**src/rtl/rv_ooo_pkg.sv**
```systemverilog
// Shared definitions for the out-of-order core: ALU opcode encoding (also used by the RS)
// and the packed result entry carried from the ALU lanes to the wakeup bus.
package rv_ooo_pkg;

    localparam int NUM_LANES = 3;
    localparam int TAG_W     = 6;
    localparam int ROB_W     = 6;
    localparam int XLEN      = 32;

    localparam logic [2:0] ALU_ADD = 3'd0;
    localparam logic [2:0] ALU_SUB = 3'd1;
    localparam logic [2:0] ALU_AND = 3'd2;
    localparam logic [2:0] ALU_OR  = 3'd3;
    localparam logic [2:0] ALU_XOR = 3'd4;
    localparam logic [2:0] ALU_SLL = 3'd5;
    localparam logic [2:0] ALU_SRA = 3'd6;
    localparam logic [2:0] ALU_SLT = 3'd7;

    typedef struct packed {
        logic             reg_write;
        logic [ROB_W-1:0] rob_index;
        logic [TAG_W-1:0] tag;
        logic [XLEN-1:0]  value;
    } wb_entry_t;

    localparam int ENTRY_W = 1 + ROB_W + TAG_W + XLEN;

endpackage

```
**src/rtl/wb_result_fifo.sv**
```systemverilog
// Small per-lane result FIFO with synchronous reset and flush; reset beats flush,
// flush beats push/pop. Storage is not reset, only the pointers and count.
module wb_result_fifo #(
    parameter int DEPTH = 2,
    parameter int WIDTH = 45,
    localparam int PW   = (DEPTH > 1) ? $clog2(DEPTH) : 1,
    localparam int CW   = $clog2(DEPTH) + 1
) (
    input  logic             clk_i,
    input  logic             rst_i,
    input  logic             flush_i,
    input  logic             push_i,
    input  logic [WIDTH-1:0] data_i,
    input  logic             pop_i,
    output logic [WIDTH-1:0] data_o,
    output logic             empty_o,
    output logic [CW-1:0]    count_o
);

    logic [WIDTH-1:0] mem_q [DEPTH];
    logic [PW-1:0]    wr_ptr_q, wr_ptr_d;
    logic [PW-1:0]    rd_ptr_q, rd_ptr_d;
    logic [CW-1:0]    count_q, count_d;
    logic             full, do_push, do_pop;

    assign full    = (count_q == CW'(DEPTH));
    assign empty_o = (count_q == '0);
    assign count_o = count_q;
    assign data_o  = mem_q[rd_ptr_q];
    assign do_push = push_i & ~full;
    assign do_pop  = pop_i & ~empty_o;

    always_comb begin
        wr_ptr_d = wr_ptr_q;
        rd_ptr_d = rd_ptr_q;
        count_d  = count_q;
        if (do_push) wr_ptr_d = wr_ptr_q + PW'(1);
        if (do_pop)  rd_ptr_d = rd_ptr_q + PW'(1);
        case ({do_push, do_pop})
            2'b10:   count_d = count_q + CW'(1);
            2'b01:   count_d = count_q - CW'(1);
            default: count_d = count_q;
        endcase
    end

    always_ff @(posedge clk_i) begin
        if (rst_i || flush_i) begin
            wr_ptr_q <= '0;
            rd_ptr_q <= '0;
            count_q  <= '0;
        end else begin
            wr_ptr_q <= wr_ptr_d;
            rd_ptr_q <= rd_ptr_d;
            count_q  <= count_d;
        end
    end

    always_ff @(posedge clk_i) begin
        if (do_push && !flush_i && !rst_i) mem_q[wr_ptr_q] <= data_i;
    end

endmodule

```
**src/rtl/fu_writeback.sv**
```systemverilog
// Three-lane single-cycle ALU stage: results are queued per lane and drained
// round-robin, one per cycle, onto the shared wakeup bus (Rename, RS, ROB).
module fu_writeback
    import rv_ooo_pkg::*;
#(
    parameter int FIFO_DEPTH = 2
) (
    input  logic                       clk,
    input  logic                       reset,
    input  logic                       flush,
    input  logic [NUM_LANES-1:0]       issue_valid,
    output logic [NUM_LANES-1:0]       issue_ready,
    input  logic [NUM_LANES*3-1:0]     issue_alu_type,
    input  logic [NUM_LANES*XLEN-1:0]  issue_rs1_value,
    input  logic [NUM_LANES*XLEN-1:0]  issue_rs2_value,
    input  logic [NUM_LANES*TAG_W-1:0] issue_phys_rd,
    input  logic [NUM_LANES*ROB_W-1:0] issue_rob_index,
    input  logic [NUM_LANES-1:0]       issue_reg_write,
    output logic                       wakeup_active,
    output logic [TAG_W-1:0]           wakeup_tag,
    output logic [XLEN-1:0]            wakeup_value,
    output logic [ROB_W-1:0]           wakeup_rob_index,
    output logic                       wakeup_reg_write
);

    localparam int CW = $clog2(FIFO_DEPTH) + 1;

    function automatic logic [XLEN-1:0] alu_exec(input logic [2:0] op,
                                                 input logic [XLEN-1:0] a,
                                                 input logic [XLEN-1:0] b);
        logic [4:0] shamt;
        shamt = b[4:0];
        case (op)
            ALU_ADD: return a + b;
            ALU_SUB: return a - b;
            ALU_AND: return a & b;
            ALU_OR:  return a | b;
            ALU_XOR: return a ^ b;
            ALU_SLL: return a << shamt;
            ALU_SRA: return $unsigned($signed(a) >>> shamt);
            default: return {{(XLEN-1){1'b0}}, ($signed(a) < $signed(b))};
        endcase
    endfunction

    function automatic logic [1:0] lane_wrap(input logic [1:0] base, input int ofs);
        int s;
        s = int'(base) + ofs;
        if (s >= NUM_LANES) s = s - NUM_LANES;
        return 2'(s);
    endfunction

    wb_entry_t            push_ent [NUM_LANES];
    wb_entry_t            head_ent [NUM_LANES];
    logic [CW-1:0]        lane_cnt [NUM_LANES];
    logic [NUM_LANES-1:0] lane_empty, nonempty, push, pop;

    logic       grant_vld;
    logic [1:0] grant_idx;
    logic [1:0] rr_q, rr_d;
    logic       active_q, active_d;
    wb_entry_t  wb_q, wb_d;

    for (genvar i = 0; i < NUM_LANES; i++) begin : g_lane
        assign push_ent[i].reg_write = issue_reg_write[i];
        assign push_ent[i].rob_index = issue_rob_index[ROB_W*i +: ROB_W];
        assign push_ent[i].tag       = issue_phys_rd[TAG_W*i +: TAG_W];
        assign push_ent[i].value     = alu_exec(issue_alu_type[3*i +: 3],
                                                issue_rs1_value[XLEN*i +: XLEN],
                                                issue_rs2_value[XLEN*i +: XLEN]);

        // Ready depends on the registered count only, so a full lane stays
        // not-ready even in a cycle that pops it.
        assign issue_ready[i] = (lane_cnt[i] < CW'(FIFO_DEPTH));
        assign push[i]        = issue_valid[i] & issue_ready[i] & ~flush;
        assign nonempty[i]    = ~lane_empty[i];
        assign pop[i]         = grant_vld & (grant_idx == 2'(i)) & ~flush;

        wb_result_fifo #(
            .DEPTH (FIFO_DEPTH),
            .WIDTH (ENTRY_W)
        ) u_fifo (
            .clk_i   (clk),
            .rst_i   (reset),
            .flush_i (flush),
            .push_i  (push[i]),
            .data_i  (push_ent[i]),
            .pop_i   (pop[i]),
            .data_o  (head_ent[i]),
            .empty_o (lane_empty[i]),
            .count_o (lane_cnt[i])
        );
    end

    // Scan from the far end so the lane nearest the RR pointer wins.
    always_comb begin
        grant_vld = 1'b0;
        grant_idx = rr_q;
        for (int k = NUM_LANES - 1; k >= 0; k--) begin
            if (nonempty[lane_wrap(rr_q, k)]) begin
                grant_vld = 1'b1;
                grant_idx = lane_wrap(rr_q, k);
            end
        end
    end

    always_comb begin
        active_d = grant_vld;
        rr_d     = rr_q;
        wb_d     = wb_q;
        if (grant_vld) begin
            rr_d = lane_wrap(grant_idx, 1);
            wb_d = head_ent[grant_idx];
        end
    end

    always_ff @(posedge clk) begin
        if (reset) begin
            active_q <= 1'b0;
            rr_q     <= 2'd0;
            wb_q     <= '0;
        end else if (flush) begin
            active_q <= 1'b0;
            rr_q     <= 2'd0;
        end else begin
            active_q <= active_d;
            rr_q     <= rr_d;
            wb_q     <= wb_d;
        end
    end

    assign wakeup_active    = active_q;
    assign wakeup_tag       = wb_q.tag;
    assign wakeup_value     = wb_q.value;
    assign wakeup_rob_index = wb_q.rob_index;
    assign wakeup_reg_write = wb_q.reg_write;

endmodule

```
**config.mk**
```make
export PLATFORM = sky130hd
export DESIGN_NAME = fu_writeback
export DESIGN_NICKNAME = d
export VERILOG_FILES = /design/src/rtl/rv_ooo_pkg.sv /design/src/rtl/wb_result_fifo.sv /design/src/rtl/fu_writeback.sv
export SDC_FILE = /design/constraint.sdc
export NUM_CORES = 2
export LEC_CHECK = 0
export ABC_AREA = 1
export BUFFER_PORTS_ARGS = -buffer_cell sky130_fd_sc_hd__buf_4
export CAP_MARGIN = 20
export CORE_ASPECT_RATIO = 0.7
export CORE_UTILIZATION = 44
export CTS_CLUSTER_DIAMETER = 150
export DETAILED_ROUTE_END_ITERATION = 10
export PLACE_DENSITY_LB_ADDON = 0.2
export REMOVE_ABC_BUFFERS = 1
export SYNTH_ARGS = -nofsm -noshare
export SYNTH_HDL_FRONTEND = slang
export SYNTH_SLANG_ARGS = --single-unit
```
**constraint.sdc**
```tcl
create_clock -name clk -period 5.4 [get_ports clk]
set_input_delay 0.27 -clock clk [delete_from_list [all_inputs] [get_ports clk]]
set_output_delay 0.27 -clock clk [all_outputs]
set_load 0.02 [all_outputs]
```
==> results <==
- The cell area power density is 235 nW/µm².
- The tightest hold path in the finished design has a slack of 113 ps.
- The DRC violation count after routing is 0.
- Of the available clock period, the critical path in the final layout requires 0.669.
- The share of async-settable or async-resettable flops after synthesis is 0.
- Dividing the synthesized area by the synthesized cell count gives 6.21 µm².
- Counting every sink on the clock net gives 333.
- The count of standard-cell rows is 93.
- The critical path is of the reg2reg type.
- The total count of hold-check failures in the final report is 0.
- The Yosys step of the flow raised 0 warnings.
- The clock insertion delay at the later pin of the skew report is 610 ps.
- The clock skew is 17.6 ps.
- Yosys mapped the design onto 57 distinct sky130hd cell types.
- The actual slew at the worst max-slew pin is 1090 ps.
- Post-CTS timing repair inserted 0 buffers for setup.
- The nature of the critical path endpoint is a register.
- The maximum clock frequency is 0.277 GHz.
- The maximum vdd ir drop is 225 µV.
- The flow ran to the end, and the final reports show no timing, DRC or antenna violations.
- Along the worst path, the maximum fanout reaches 48.
- The startpoint class of the critical path is a register.
- The number of global-route vias before repair is 42100.
- The overall die height is 257 µm.
- The routed wire length is 193000 µm.
- Summing all placed instances gives a cell area of 43600 µm².
- The first global-routing pass estimated 279000 µm of wire.
- The die is 366 µm wide.
- In this run, synthesis inferred 270 flip-flops with an integrated enable.
- After detailed routing, the number of vias per cell comes to 6.11.
- The total of buffers placed on input and output ports is 294.
- The final period demand of the worst path is 3610 ps.
- For this configuration, the core starts out at a cell density of 0.444.
- CTS built an H-tree with a depth of 1.
- The congestion estimate from routability-driven global placement came to 1.08.
- After clock tree synthesis, the clock-pin slew on the worst setup and hold paths is 70 ps.
- The max-slew violation count is 0.
- The number of antenna violations at the first check in global routing is 10.
- The critical path arrival is 4100 ps.
- The detailed placer's ending HPWL is 156000 µm.
- Fill cells in the final layout number 9837.
- Entering global routing, the biggest net connects 82 pins.
- The overall via count from detail_route is 48500.
- TritonCTS built the clock tree.
- The detailed-routing iteration count for the pre-antenna-repair pass is 7.
- The cell leakage power is 0.0212 µW.
- The sum of negative setup slack is 0 ps.
- The floorplan step defined a core boundary enclosing 92000 µm².
- The share of the Yosys chip area taken by registers is 0.229.
- At the end of the flow, the number of nets in the layout was 7239.
- At the placement stage, the worst setup path has a slack of 1810 ps.
- After routing the design area is 45000 µm².
- The register bit total from synthesis is 333.
- The die footprint is 94200 µm².
- In the synthesized netlist, the number of instances is 6581.
- In this run the remaining antenna-violating nets after routing total 0.
- In the final routed layout, each cell accounts on average for 24.4 µm.
- The tool flagged a number of max-cap violations equal to 0.
- The number of buffers created by CTS is 29.
- The required time of the critical path is 5880 ps.
- The relative area change from synthesis to final layout is 10.0%.
- In the global route stage, overall resource usage came out at 0.391.
- The deepest clock path buffer count is 3.
- The share of post-route cells with drive strength above 1 is 0.0779.
- During I/O placement, the number of pins put on the boundary was 295.
- The worst path meets setup with 1790 ps of slack.
- The cell sitting at the root of the clock tree is a clkbuf_16.
- The total grt overflow is 0.
- The number of endpoints failing setup at the final stage is 0.
- The prevailing post-synth register cell is edfxtp_1.
- Headroom to the max-slew limit came out at 0.274.
- In this run, the number of DRC markers left after iteration 0 of detailed routing was 8556.
- The post-synth design cell area is 40900 µm².
- The class of the most critical hold timing path is in2reg.
- Setup repair after global routing left no endpoint under its margin.
==> state kept, by name (all words and copies together), names as in the netlist, named ones only <==
signal,count
g_lane.u_fifo.mem_q,270
wakeup_value,32
g_lane.u_fifo.count_o,6
wakeup_rob_index,6
wakeup_tag,6
g_lane.u_fifo.rd_ptr_q,3
g_lane.u_fifo.wr_ptr_q,3
rr_q,2
wakeup_active,1
wakeup_reg_write,1
==> synthesized netlist by cell type (5+ instances only) <==
master / instances / area share
nand2_1: 1710 / 0.16
o21a_1: 21 / 0.0039
o211ai_1: 65 / 0.012
and2_1: 45 / 0.0069
buf_2: 121 / 0.015
nand4_1: 68 / 0.010
o21bai_1: 32 / 0.0059
buf_4: 5 / 0.00092
a31oi_1: 15 / 0.0023
o21ai_0: 216 / 0.026
fa_1: 6 / 0.0029
and3_1: 5 / 0.00077
clkbuf_1: 147 / 0.013
a221oi_1: 24 / 0.0051
mux2i_1: 94 / 0.023
a21o_1: 6 / 0.0011
ha_1: 322 / 0.099
nor2_1: 491 / 0.045
nor3_1: 63 / 0.0077
nand3b_1: 7 / 0.0013
mux2_2: 45 / 0.012
o21ai_1: 78 / 0.0095
inv_1: 643 / 0.059
nand3_1: 1334 / 0.16
inv_2: 53 / 0.0049
dfxtp_1: 63 / 0.031
xor2_1: 6 / 0.0013
edfxtp_1: 270 / 0.20
o221ai_1: 9 / 0.0019
buf_1: 53 / 0.0049
a21oi_1: 473 / 0.058
o22ai_1: 39 / 0.0060
==> where the power goes <==
part	total (µW)	switching [µW]	internal [µW]
Sequential	3130	129	3010
Clock	2130	1030	1100
Combinational	5310	3840	1470
Total	10600	5000	5580
==> final cells by class <==
| type | count | area (µm²) | share of cell area |
|---|---|---|---|
| repair buffers | 383 | 2980 | 0.0661 |
| well taps | 1235 | 1550 | 0.0343 |
| clock inverters | 19 | 181 | 0.00403 |
| inverters | 700 | 2630 | 0.0584 |
| clock buffers | 33 | 741 | 0.0165 |
| flip-flops and latches | 333 | 9370 | 0.208 |
| diodes | 7 | 17.5 | 0.000389 |
| multi-input cells | 5218 | 27500 | 0.612 |
==> cell usage in the layout, fill, tap and decap left out, drive strengths merged, types with 63 or more instances in the layout <==
cell type,n
nand2,1713
nand3,1336
inv,702
nor2,495
a21oi,474
buf,343
ha,322
o21ai,294
edfxtp,270
mux2i,94
nand4,68
nor3,68
o211ai,65
dfxtp,63
==> cell families after synthesis <==
logic type	count (synthesis)	share of synthesized area
and+or+nand+nor	3747	0.397
buffers and inverters	1030	0.0995
adders and majority gates	328	0.101
AOI/OAI and AO/OA	997	0.136
DFF	333	0.229
muxes	139	0.0354
xor gates and xnor gates	7	0.00150
==> repair_timing <==
item	CTS	global route
endpoints found under the hold margin	84	0
hold buffers	40	0
setup endpoints to repair	0	0
resized for setup	0	0
==> through the flow <==
step	power, µW	util	std cells
2_1_floorplan	6080	-	6251
3_3_place_gp	8220	0.474	7829
3_5_place_dp	8230	0.474	7829
4_1_cts	10400	0.489	7921
5_1_grt	11100	0.489	7921
6_report	10600	0.489	7928
==> metal layers <==
metal  share of wire  vias to the layer above  global-route usage
li1                -                    22400                   -
met4           0.019                       12              0.0669
met1            0.46                    22600               0.606
met3            0.14                      238               0.118
met2            0.38                     3229               0.520
met5         0.00056                        -             0.00253
==> worst max-delay path: stages (launching register included) <==
cell	delay, ps
dfxtp_1	380
inv_1	60
ha_1	330
inv_2	110
nand2_1	70
nand3_2	90
nand2_2	80
a21oi_2	170
nand2_4	260
nand2_2	120
buf_4	510
inv_1	140
ha_1	220
nand3_1	110
inv_1	70
ha_1	310
a21oi_1	110
o21ai_0	120
o21ai_0	170
a21oi_1	60
==> worst paths after layout <==
path | start | endpoint | slack, ps | depth (start not counted)
setup / recovery | rr_q[0] | g_lane[2].u_fifo.count_o[1] | 1790 | 19
hold / removal | issue_valid[0] | g_lane[0].u_fifo.wr_ptr_q | 110 | 3
setup reg to reg | rr_q[0] | g_lane[2].u_fifo.count_o[1] | 1790 | 19
hold reg to reg | g_lane[0].u_fifo.rd_ptr_q | g_lane[0].u_fifo.rd_ptr_q | 490 | 2
Power figures use the tool's default switching activity.
